**src/rtl/hnf_txreq_sched_pkg.sv**
```systemverilog
// Shared HNF definitions for the TXREQ scheduler: requester count, CHI L-credit limit and the request flit.
// The optional QoS pre-filter is enabled by defining HNF_TXREQ_QOS_EN.
package hnf_txreq_sched_pkg;

    localparam int HNF_TXREQ_NUM_REQ = 4;
    localparam int CHI_MAX_LCRD      = 15;

    typedef logic [3:0] qos_t;

    typedef struct packed {
        qos_t        qos;
        logic [6:0]  tgt_id;
        logic [6:0]  src_id;
        logic [7:0]  txn_id;
        logic [5:0]  opcode;
        logic [47:0] addr;
    } reqflit_t;

    // Round-robin successor of a granted index.
    function automatic int rr_next(input int idx, input int n);
        return (idx + 1 == n) ? 0 : idx + 1;
    endfunction

endpackage

```
**src/rtl/hnf_txreq_sched_if.sv**
```systemverilog
// Bundle of requester handshakes, the TXREQ link toward the SNF and the credit debug outputs.
interface hnf_txreq_sched_if
    import hnf_txreq_sched_pkg::*;
#(
    parameter int NUM_REQ = HNF_TXREQ_NUM_REQ,
    parameter int MAX_CRD = CHI_MAX_LCRD
) ();

    localparam int CW = $clog2(MAX_CRD + 1);

    logic [NUM_REQ-1:0] req_valid;
    reqflit_t           req_flit [NUM_REQ];
    logic [NUM_REQ-1:0] req_ready;
    reqflit_t           txreqflit;
    logic               txreqflitv;
    logic               txreqflitpend;
    logic               txreqlcrdv;
    logic [CW-1:0]      crd_cnt;
    logic               crd_ovf;

    // Requesters and SNF credit return side.
    modport master (
        output req_valid, req_flit, txreqlcrdv,
        input  req_ready, txreqflit, txreqflitv, txreqflitpend, crd_cnt, crd_ovf
    );

    // Scheduler side.
    modport slave (
        input  req_valid, req_flit, txreqlcrdv,
        output req_ready, txreqflit, txreqflitv, txreqflitpend, crd_cnt, crd_ovf
    );

endinterface

```
**src/rtl/hnf_rr_arb.sv**
```systemverilog
// Parameterised round-robin arbiter: grants the first request at or after ptr when enabled.
module hnf_rr_arb #(
    parameter  int N  = 4,
    localparam int PW = $clog2(N)
) (
    input  logic [N-1:0]  req,
    input  logic          en,
    input  logic [PW-1:0] ptr,
    output logic [N-1:0]  gnt,
    output logic [PW-1:0] gnt_idx
);

    logic          found;
    int            j;
    logic [PW-1:0] jj;

    always_comb begin
        gnt     = '0;
        gnt_idx = '0;
        found   = 1'b0;
        j       = 0;
        jj      = '0;
        for (int k = 0; k < N; k++) begin
            j = int'(ptr) + k;
            if (j >= N) j = j - N;
            jj = PW'(j);
            if (en && !found && req[jj]) begin
                found   = 1'b1;
                gnt[jj] = 1'b1;
                gnt_idx = jj;
            end
        end
    end

endmodule

```
**src/rtl/hnf_txreq_sched.sv**
```systemverilog
// HNF TXREQ scheduler: credit-gated round-robin sharing of the CHI TXREQ channel toward the SNF.
// Define HNF_TXREQ_QOS_EN to restrict arbitration to the requesters carrying the highest QoS.
module hnf_txreq_sched
    import hnf_txreq_sched_pkg::*;
#(
    parameter int NUM_REQ = HNF_TXREQ_NUM_REQ,
    parameter int MAX_CRD = CHI_MAX_LCRD
) (
    input logic              clock,
    input logic              reset,
    hnf_txreq_sched_if.slave bus
);

    localparam int CW = $clog2(MAX_CRD + 1);
    localparam int PW = $clog2(NUM_REQ);

    // Handshake: requester i hands over req_flit[i] in the cycle where req_valid[i] & req_ready[i];
    // req_flit[i] must stay stable while req_valid[i] is high, and req_ready never looks at req_flit
    // except for QoS ranking nor at txreqlcrdv, so a credit only becomes usable one cycle later.

    logic [CW-1:0]      crd_q;
    logic               ovf_q;
    logic [PW-1:0]      rr_ptr;
    reqflit_t           flit_q;
    logic               flitv_q;
    logic [NUM_REQ-1:0] elig;
    logic [NUM_REQ-1:0] gnt;
    logic [PW-1:0]      gnt_idx;
    logic               crd_avail;
    logic               accept;

    assign crd_avail = (crd_q != '0);

`ifdef HNF_TXREQ_QOS_EN
    qos_t max_qos;

    always_comb begin
        max_qos = '0;
        elig    = '0;
        for (int i = 0; i < NUM_REQ; i++) begin
            if (bus.req_valid[i] && (bus.req_flit[i].qos > max_qos)) max_qos = bus.req_flit[i].qos;
        end
        for (int i = 0; i < NUM_REQ; i++) begin
            elig[i] = bus.req_valid[i] && (bus.req_flit[i].qos == max_qos);
        end
    end
`else
    assign elig = bus.req_valid;
`endif

    hnf_rr_arb #(.N(NUM_REQ)) u_arb (
        .req     (elig),
        .en      (crd_avail),
        .ptr     (rr_ptr),
        .gnt     (gnt),
        .gnt_idx (gnt_idx)
    );

    // Grants are a subset of valid requesters, so any grant is an acceptance.
    assign accept = |gnt;

    always_ff @(posedge clock) begin
        if (reset) begin
            crd_q   <= '0;
            ovf_q   <= 1'b0;
            rr_ptr  <= '0;
            flit_q  <= '0;
            flitv_q <= 1'b0;
        end else begin
            flitv_q <= accept;
            if (accept) begin
                flit_q <= bus.req_flit[gnt_idx];
                rr_ptr <= PW'(rr_next(int'(gnt_idx), NUM_REQ));
            end
            case ({bus.txreqlcrdv, accept})
                2'b10: begin
                    if (crd_q == CW'(MAX_CRD)) ovf_q <= 1'b1;
                    else                       crd_q <= crd_q + CW'(1);
                end
                2'b01:   crd_q <= crd_q - CW'(1);
                default: ;
            endcase
        end
    end

    assign bus.req_ready     = gnt;
    assign bus.txreqflit     = flit_q;
    assign bus.txreqflitv    = flitv_q;
    assign bus.txreqflitpend = |bus.req_valid;
    assign bus.crd_cnt       = crd_q;
    assign bus.crd_ovf       = ovf_q;

endmodule

```
**src/flat_wrapper.sv**
```systemverilog
// flat-port wrapper written by rule: the top's interface ports become plain ports
module hnf_txreq_sched_flat import hnf_txreq_sched_pkg::*;
#(
    parameter int NUM_REQ = HNF_TXREQ_NUM_REQ,
    parameter int MAX_CRD = CHI_MAX_LCRD
)
  (clock, reset, bus_req_valid, bus_req_flit, bus_txreqlcrdv, bus_req_ready, bus_txreqflit, bus_txreqflitv, bus_txreqflitpend, bus_crd_cnt, bus_crd_ovf);
  hnf_txreq_sched_if #(.NUM_REQ(NUM_REQ), .MAX_CRD(MAX_CRD)) bus_i ();
  input logic clock;
  input logic reset;
  input wire logic [$bits(bus_i.req_valid)-1:0] bus_req_valid;
  input wire logic [$bits(bus_i.req_flit)-1:0] bus_req_flit;
  input wire logic [$bits(bus_i.txreqlcrdv)-1:0] bus_txreqlcrdv;
  output wire logic [$bits(bus_i.req_ready)-1:0] bus_req_ready;
  output wire logic [$bits(bus_i.txreqflit)-1:0] bus_txreqflit;
  output wire logic [$bits(bus_i.txreqflitv)-1:0] bus_txreqflitv;
  output wire logic [$bits(bus_i.txreqflitpend)-1:0] bus_txreqflitpend;
  output wire logic [$bits(bus_i.crd_cnt)-1:0] bus_crd_cnt;
  output wire logic [$bits(bus_i.crd_ovf)-1:0] bus_crd_ovf;
  assign bus_i.req_valid = bus_req_valid;
  assign bus_i.req_flit = {>>{bus_req_flit}};
  assign bus_i.txreqlcrdv = bus_txreqlcrdv;
  assign bus_req_ready = bus_i.req_ready;
  assign bus_txreqflit = bus_i.txreqflit;
  assign bus_txreqflitv = bus_i.txreqflitv;
  assign bus_txreqflitpend = bus_i.txreqflitpend;
  assign bus_crd_cnt = bus_i.crd_cnt;
  assign bus_crd_ovf = bus_i.crd_ovf;
  hnf_txreq_sched #(.NUM_REQ(NUM_REQ), .MAX_CRD(MAX_CRD)) u_core (.clock(clock), .reset(reset), .bus(bus_i));
endmodule
```
**config.mk**
```make
export PLATFORM = sky130hd
export DESIGN_NAME = hnf_txreq_sched_flat
export DESIGN_NICKNAME = d
export VERILOG_FILES = /design/src/rtl/hnf_txreq_sched_pkg.sv /design/src/rtl/hnf_txreq_sched_if.sv /design/src/rtl/hnf_rr_arb.sv /design/src/rtl/hnf_txreq_sched.sv /design/src/flat_wrapper.sv
export SDC_FILE = /design/constraint.sdc
export NUM_CORES = 1
export LEC_CHECK = 0
export CORE_AREA = 5 5 161 163
export CTS_BUF_LIST = sky130_fd_sc_hd__clkbuf_4 sky130_fd_sc_hd__clkbuf_8
export CTS_CLUSTER_SIZE = 14
export DETAILED_ROUTE_END_ITERATION = 10
export DIE_AREA = 0 0 166 168
export HOLD_SLACK_MARGIN = 0.05
export PLACE_DENSITY = 0.59
export SLEW_MARGIN = 30
export SYNTH_ARGS = -nofsm -noshare
export SYNTH_HDL_FRONTEND = slang
export SYNTH_HIERARCHICAL = 1
export SYNTH_SLANG_ARGS = --single-unit
export TNS_END_PERCENT = 50
```
**constraint.sdc**
```tcl
create_clock -name clock -period 4.2 [get_ports clock]
set_input_delay 0.42 -clock clock [delete_from_list [all_inputs] [get_ports clock]]
set_output_delay 0.42 -clock clock [all_outputs]
set_load 0.02 [all_outputs]
```
==> results.md, run 1 <==
- Outcome: finished clean
- EDFF count, synth: 0
- Worst-margin pin slew: about 590 ps
- Crit path DAT: around 3900 ps
- F_max: approximately 0.28 GHz
- Crit-path max cell delay: just over 700 ps
- Port Buf Inserts: ~420
- Hold path depth: 2
- WL per Instance: roughly 19 um
- GRT Overall Usage: 0.167
- DRT iter0 DRCs: roughly 220
- Period minus WS final: ~3600 ps
- Total negative slack: 0 ps
- Clk slew on worst S/H paths: ~100 ps
- Max cap viols: 0
- Cts hold-fix bufs: 0
- Crit Path Class: reg -> reg
- Vias/cell: 4.65
- ANT nets after route: 0
- Final nets: ~1300
- Crit share post-route: 0.858
- CP startpoint kind: flop
- Synth area leader: mux4_2
- DR vias: roughly 6000
- Register area share after synthesis: 0.318
- Reg2Reg Depth: 12
- First-pass GRT wire length: between 30 and 40 mm
- Final setup violation count: 0
- DRT Wirelength: between 20 and 25 mm
- Post-cts sizing count: 0
- DRC viols: 0
- Fin Clk Skew: approximately 19 ps
- Synth Instances: 552
- Largest net degree at the start of global routing: 90
- CTS Sinks: approximately 90
- YS warnings: 6
- Ports: 418
- Vias in the first global route: 6342
- Peak VDD IR: roughly 850 uV
- H-tree levels: 3
- Most used routing layer: met2
- Min-Delay Endpoint: u_core/bus.txreqflit[49]
- CP max FO: 9
- Synthesized cell area: ~5500 um^2
- Worst reg2reg endpoint: u_core/bus.crd_cnt[2]
- Number of distinct library cells after synthesis: 40
- Die Y: between 150 and 200 um
- Root Driver: clkbuf_8
- Grt met3 use: 0.0445
- Slowest-stage cell, CP: or4_1
- R2r startpoint: u_core/bus.crd_cnt[1]
- Cell Rows: 57
- Initial Utilization: 0.229
- Final hold vios: 0
- Diode count: 0
- Final GP Congestion: ~0.87
- Max-slew headroom: 0.610
- #FFs+latches synth: between 80 and 90
- Latest clock arrival within the worst-skew pair: 370 ps
- Synth area leaders: mux4_2 33%, dfxtp_1 32%, nand2_1 11%
- Commonest cells post-synth: 166 x nand2_1, 88 x dfxtp_1, 86 x a21oi_1
- Critical Path RT: about 4500 ps
- RSZ-0062 raised after global routing: false
- Met2 Use GR: 0.296
- Final HPWL DP: ~20 mm
- TritonCTS buffer count: 9
- Post-synth top flop: dfxtp_1
- Die Footprint: about 28000 um^2
- Mapped Nets: roughly 890
- CTS tree: yes
- Count leader, synth: nand2_1
- Worst min path class: reg -> reg
- GR Util met1: 0.200
- Die Width: around 170 um
- Ys async rst share: 0
- Initial antenna violation count: 1
- HP Start: u_core/bus.txreqflit[49]
- Critical path endpoint category: flop
- Post-synthesis to final-layout area growth: 86.3%
- Cells along the critical path: or4_1 > o211ai_1 > o22ai_1 > and3b_2 > a221o_1 > nor4_4 > nor2_1 > xor2_1 > ha_1 > nor4_1 > a21oi_1 > mux2_4
- Buffer count from post-CTS setup fixing: 0
- Syn Area/Cell: roughly 10 um^2
- Core area: roughly 24000 um^2
- Post-synth top area share: 0.333
- R2r setup slk: between 500 and 600 ps
- Clk buf depth: 2
- Static Leak: ~0.0036 uW
- PD cells: 765 nW/um^2
- GRT Residual Overflow: 0
- Layout cells sized above 1: 0.133
- Total power draw: a little under 8000 uW
- Drt pass-1 iters: 4
- Final number of max-transition violations: 0
==> flip-flops by register name, summed over array words and instances (netlist names) <==
register,cells
u_core/bus.crd_cnt,4
u_core/bus.crd_ovf,1
u_core/bus.txreqflit,80
u_core/bus.txreqflitv,1
u_core/rr_ptr,2
==> worst max-delay path: cells and delay by family, from the launching register on <==
family          cells  cell delay [ps]
mux                 1              300
fa+ha+maj           1              210
compound gates      4              740
xor+xnor            1              170
flops               1              380
simple gates        5             1700
==> report_power, final <==
| group | switching [uW] | internal (uW) | total, uW |
|---|---|---|---|
| Clock | 325 | 409 | 735 |
| Sequential | 225 | 1290 | 1510 |
| Combinational | 3040 | 2600 | 5650 |
| Total | 3590 | 4300 | 7890 |
==> cells in the final DEF (no fill, tap or decap), types with 2 or more instances in the layout <==
cell type        synthesis  final
a21oi_1                 86     86
mux2_2                   2      2
nand3_1                  4      4
or4_1                    3      2
a21boi_1                 4      4
buf_12                   0      3
clkbuf_8                 0      9
clkinvlp_4               0      2
ha_1                    10     10
o21ai_0                  5      5
nor2_1                   9      9
nor3_1                   4      4
o211ai_1                 4      4
inv_1                    2      2
bufinv_16                0      3
clkdlybuf4s50_1          0    416
mux2i_1                  3      3
buf_4                    0     12
a221o_1                  4      4
dfxtp_1                 88     88
mux4_2                  82     82
mux2_4                   2      2
nor2b_1                  4      4
nand2_1                166    166
clkbuf_4                 0      2
o41ai_1                  3      3
==> logic make-up (layout without fill, tap and decap cells) <==
| family | after synthesis | count (layout) | share of synthesized area |
|---|---|---|---|
| mux | 89 | 89 | 0.348 |
| compound gates | 114 | 114 | 0.118 |
| xor+xnor | 1 | 1 | 0.00158 |
| flops | 88 | 88 | 0.318 |
| fa+ha+maj | 10 | 10 | 0.0226 |
| simple gates | 198 | 198 | 0.150 |
| buf+inv | 52 | 450 | 0.0409 |
==> worst max path at each step <==
stage,from,end,slack (ps),cells past startpoint
after floorplan,u_core/rr_ptr[0],u_core/bus.crd_cnt[2],170,16
final,u_core/bus.crd_cnt[1],u_core/bus.crd_cnt[2],600,12
after detailed placement,bus_req_valid[1],u_core/bus.crd_cnt[2],480,11
after global placement,bus_req_valid[0],u_core/bus.crd_cnt[2],490,11
after global routing,u_core/rr_ptr[1],u_core/bus.crd_cnt[2],390,14
after CTS,u_core/bus.crd_cnt[1],u_core/bus.crd_cnt[2],610,12
==> cell type report <==
type                    instances  area, um^2
inverters                       3        11.3
flip-flops and latches         88        1760
well taps                     324         405
fillers                      2370       13900
clock buffers                  11         139
multi-input cells             412        3580
clock inverters                 5         105
repair buffers                431        4310
==> through the flow <==
| step | worst slack [ps] | instances | util | hold slack, ps | instance area (um^2) |
|---|---|---|---|---|---|
| floorplan | 173 | 552 | - | 507 | 5540 |
| global placement | 487 | 1258 | 0.417 | 438 | 10100 |
| detailed placement | 476 | 1258 | 0.417 | 443 | 10100 |
| CTS | 610 | 1274 | 0.427 | 455 | 10300 |
| global route | 390 | 1274 | 0.427 | 476 | 10300 |
| finish | 596 | 1274 | 0.427 | 450 | 10300 |
==> routing by layer <==
layer	vias to the layer above	wire length, um
li1	2822	-
met1	2828	9910
met2	257	12400
met3	20	1780
met4	2	338
met5	-	11
Note: power is estimated with default switching activity, not from simulation.
==> inputs of run 2 (changes only) <==
- PLACE_DENSITY: 0.59 -> 0.62
- TNS_END_PERCENT: 50 -> 30
==> results.md, run 2 (synthesis results as in run 1) <==
- Root Driver: clkbuf_8
- CTS tree: yes
- Drt pass-1 iters: 4 (unchanged)
- Worst min path class: reg -> reg
- Crit-path max cell delay: 720 ps (about the same)
- Number of flip-flops under the largest register name: 80 (unchanged)
- ANT nets after route: 0 (unchanged)
- Die Width: 166 um (unchanged)
- DR vias: 5923 (-0.10%)
- GRT Overall Usage: 0.162 (-0.00411)
- Crit share post-route: 0.867 (+0.00910)
- Port Buf Inserts: 417 (unchanged)
- Critical Path RT: 4450 ps (about the same)
- DRC viols: 0 (unchanged)
- Post-cts sizing count: 0 (unchanged)
- Vias in the first global route: 6002 (-5.4%)
- Layout cells sized above 1: 0.129 (-0.00367)
- Clk buf depth: 2 (unchanged)
- Worst-margin pin slew: 705 ps (+120 ps)
- TritonCTS buffer count: 9 (unchanged)
- F_max: 0.275 GHz (-1.0%)
- Die Y: 168 um (unchanged)
- Filler cells: 2366 (-0.17%)
- Static Leak: 0.00356 uW (-0.18%)
- Die Footprint: 27900 um^2 (unchanged)
- CTS Sinks: 88 (unchanged)
- Cells along the critical path: or4_1 > o211ai_1 > o22ai_1 > and3b_2 > a221o_1 > nor4_4 > nor2_1 > xor2_1 > ha_1 > nor4_1 > a21oi_1 > mux2_4
- Most common cell after layout, fill and taps aside: clkdlybuf4s50_1
- Cell Rows: 57 (unchanged)
- Final GP Congestion: 0.872 (+0.41%)
- Final HPWL DP: 19.3 mm (-1.6%)
- Fin Clk Skew: 7.18 ps (-12.3 ps)
- Register Area: 1760 um^2 (unchanged)
- DRT Wirelength: 23.9 mm (-2.1%)
- PD cells: 764 nW/um^2 (about the same)
- GRT Residual Overflow: 0 (unchanged)
- Met2 Use GR: 0.294 (-0.00160)
- Most frequent cells in the layout: 416 x clkdlybuf4s50_1, 166 x nand2_1, 88 x dfxtp_1, 86 x a21oi_1, 82 x mux4_2
- H-tree levels: 3 (unchanged)
- Crit Path Class: reg -> reg
- Grt met3 use: 0.0474 (+0.00281)
- Final nets: 1278 (-0.31%)
- Final setup violation count: 0 (unchanged)
- CP max FO: 9 (unchanged)
- Period minus WS final: 3640 ps (+38.2 ps)
- Outcome: finished clean
- Largest net degree at the start of global routing: 90 (unchanged)
- GR Util met1: 0.189 (-0.0116)
- Ports: 418 (unchanged)
- Diode count: 0 (unchanged)
- Critical path endpoint category: flop
- Area of the multi-input gates: 3580 um^2 (unchanged)
- Final hold vios: 0 (unchanged)
- Cts hold-fix bufs: 0 (unchanged)
- Clk slew on worst S/H paths: 90 ps (about the same)
- Vias/cell: 4.66 (+0.21%)
- Max cap viols: 0 (unchanged)
- RSZ-0062 raised after global routing: false
- Latest clock arrival within the worst-skew pair: 360 ps (about the same)
- Buffer count from post-CTS setup fixing: 0 (unchanged)
- Crit path DAT: 3890 ps (+30 ps)
- Core area: 24200 um^2 (unchanged)
- Slowest-stage cell, CP: or4_1
- Peak VDD IR: 715 uV (-16%)
- Final number of max-transition violations: 0 (unchanged)
- WL per Instance: 18.8 um (-1.8%)
- DP Worst Slack: 442 ps (-33.6 ps)
- Setup ws final: 558 ps (-38.2 ps)
- Post-synthesis to final-layout area growth: 86.1%
- Total negative slack: 0 ps (unchanged)
- Most used routing layer: met2
- CP startpoint kind: flop
- First-pass GRT wire length: 35.9 mm (-2.7%)
- Initial antenna violation count: 0 (-1)
- Max-slew headroom: 0.530 (-0.0797)
- DRT iter0 DRCs: 218 (-2.7%)
- Initial Utilization: 0.229 (unchanged)
==> run 2: report_power, final <==
part / leakage (uW) / switching [uW] / internal [uW]
clock network: 0.000125 / 315 / 411
logic: 0.00271 / 3020 / 2620
registers: 0.000723 / 224 / 1290
==> run 2: routing by layer <==
metal	vias up	routed length [um]
met1	2810	9310
met4	0	325
li1	2821	-
met3	14	1750
met2	278	12500
met5	-	0
==> run 2: stage by stage <==
stage / cell area, um^2 / power (uW) / hold WS [ps] / util / instances
after floorplan: 5540 / 5110 / 507 / - / 552
after global placement: 10100 / 7220 / 438 / 0.416 / 1254
after detailed placement: 10100 / 7250 / 442 / 0.416 / 1254
after CTS: 10300 / 8020 / 455 / 0.426 / 1270
after global routing: 10300 / 8500 / 464 / 0.426 / 1270
final: 10300 / 7880 / 453 / 0.426 / 1270
==> run 2: final timing paths <==
check / start / end / slack, ps / depth (start not counted)
worst min register to register: u_core/bus.txreqflit[63] / u_core/bus.txreqflit[63] / 450 / 2
worst max-delay path: u_core/bus.crd_cnt[1] / u_core/bus.crd_cnt[2] / 560 / 12
worst max register to register: u_core/bus.crd_cnt[1] / u_core/bus.crd_cnt[2] / 560 / 12
worst min-delay path: u_core/bus.txreqflit[63] / u_core/bus.txreqflit[63] / 450 / 2
==> run 2: critical path, delay by kind of cell (launching register included) <==
family	cells	cell delay, ps
muxes	1	300
xor gates and xnor gates	1	170
AOI/OAI and AO/OA	4	750
and+or+nand+nor	5	1740
DFF	1	370
adders and majority gates	1	210
==> run 2: final cells by class <==
| class | count | area share |
|---|---|---|
| Clock buffer | 11 | 0.0135 |
| Clock inverter | 5 | 0.0101 |
| Inverter | 3 | 0.00109 |
| Multi-Input combinational cell | 412 | 0.348 |
| Sequential cell | 88 | 0.171 |
| Tap cell | 324 | 0.0393 |
| Timing Repair Buffer | 427 | 0.417 |
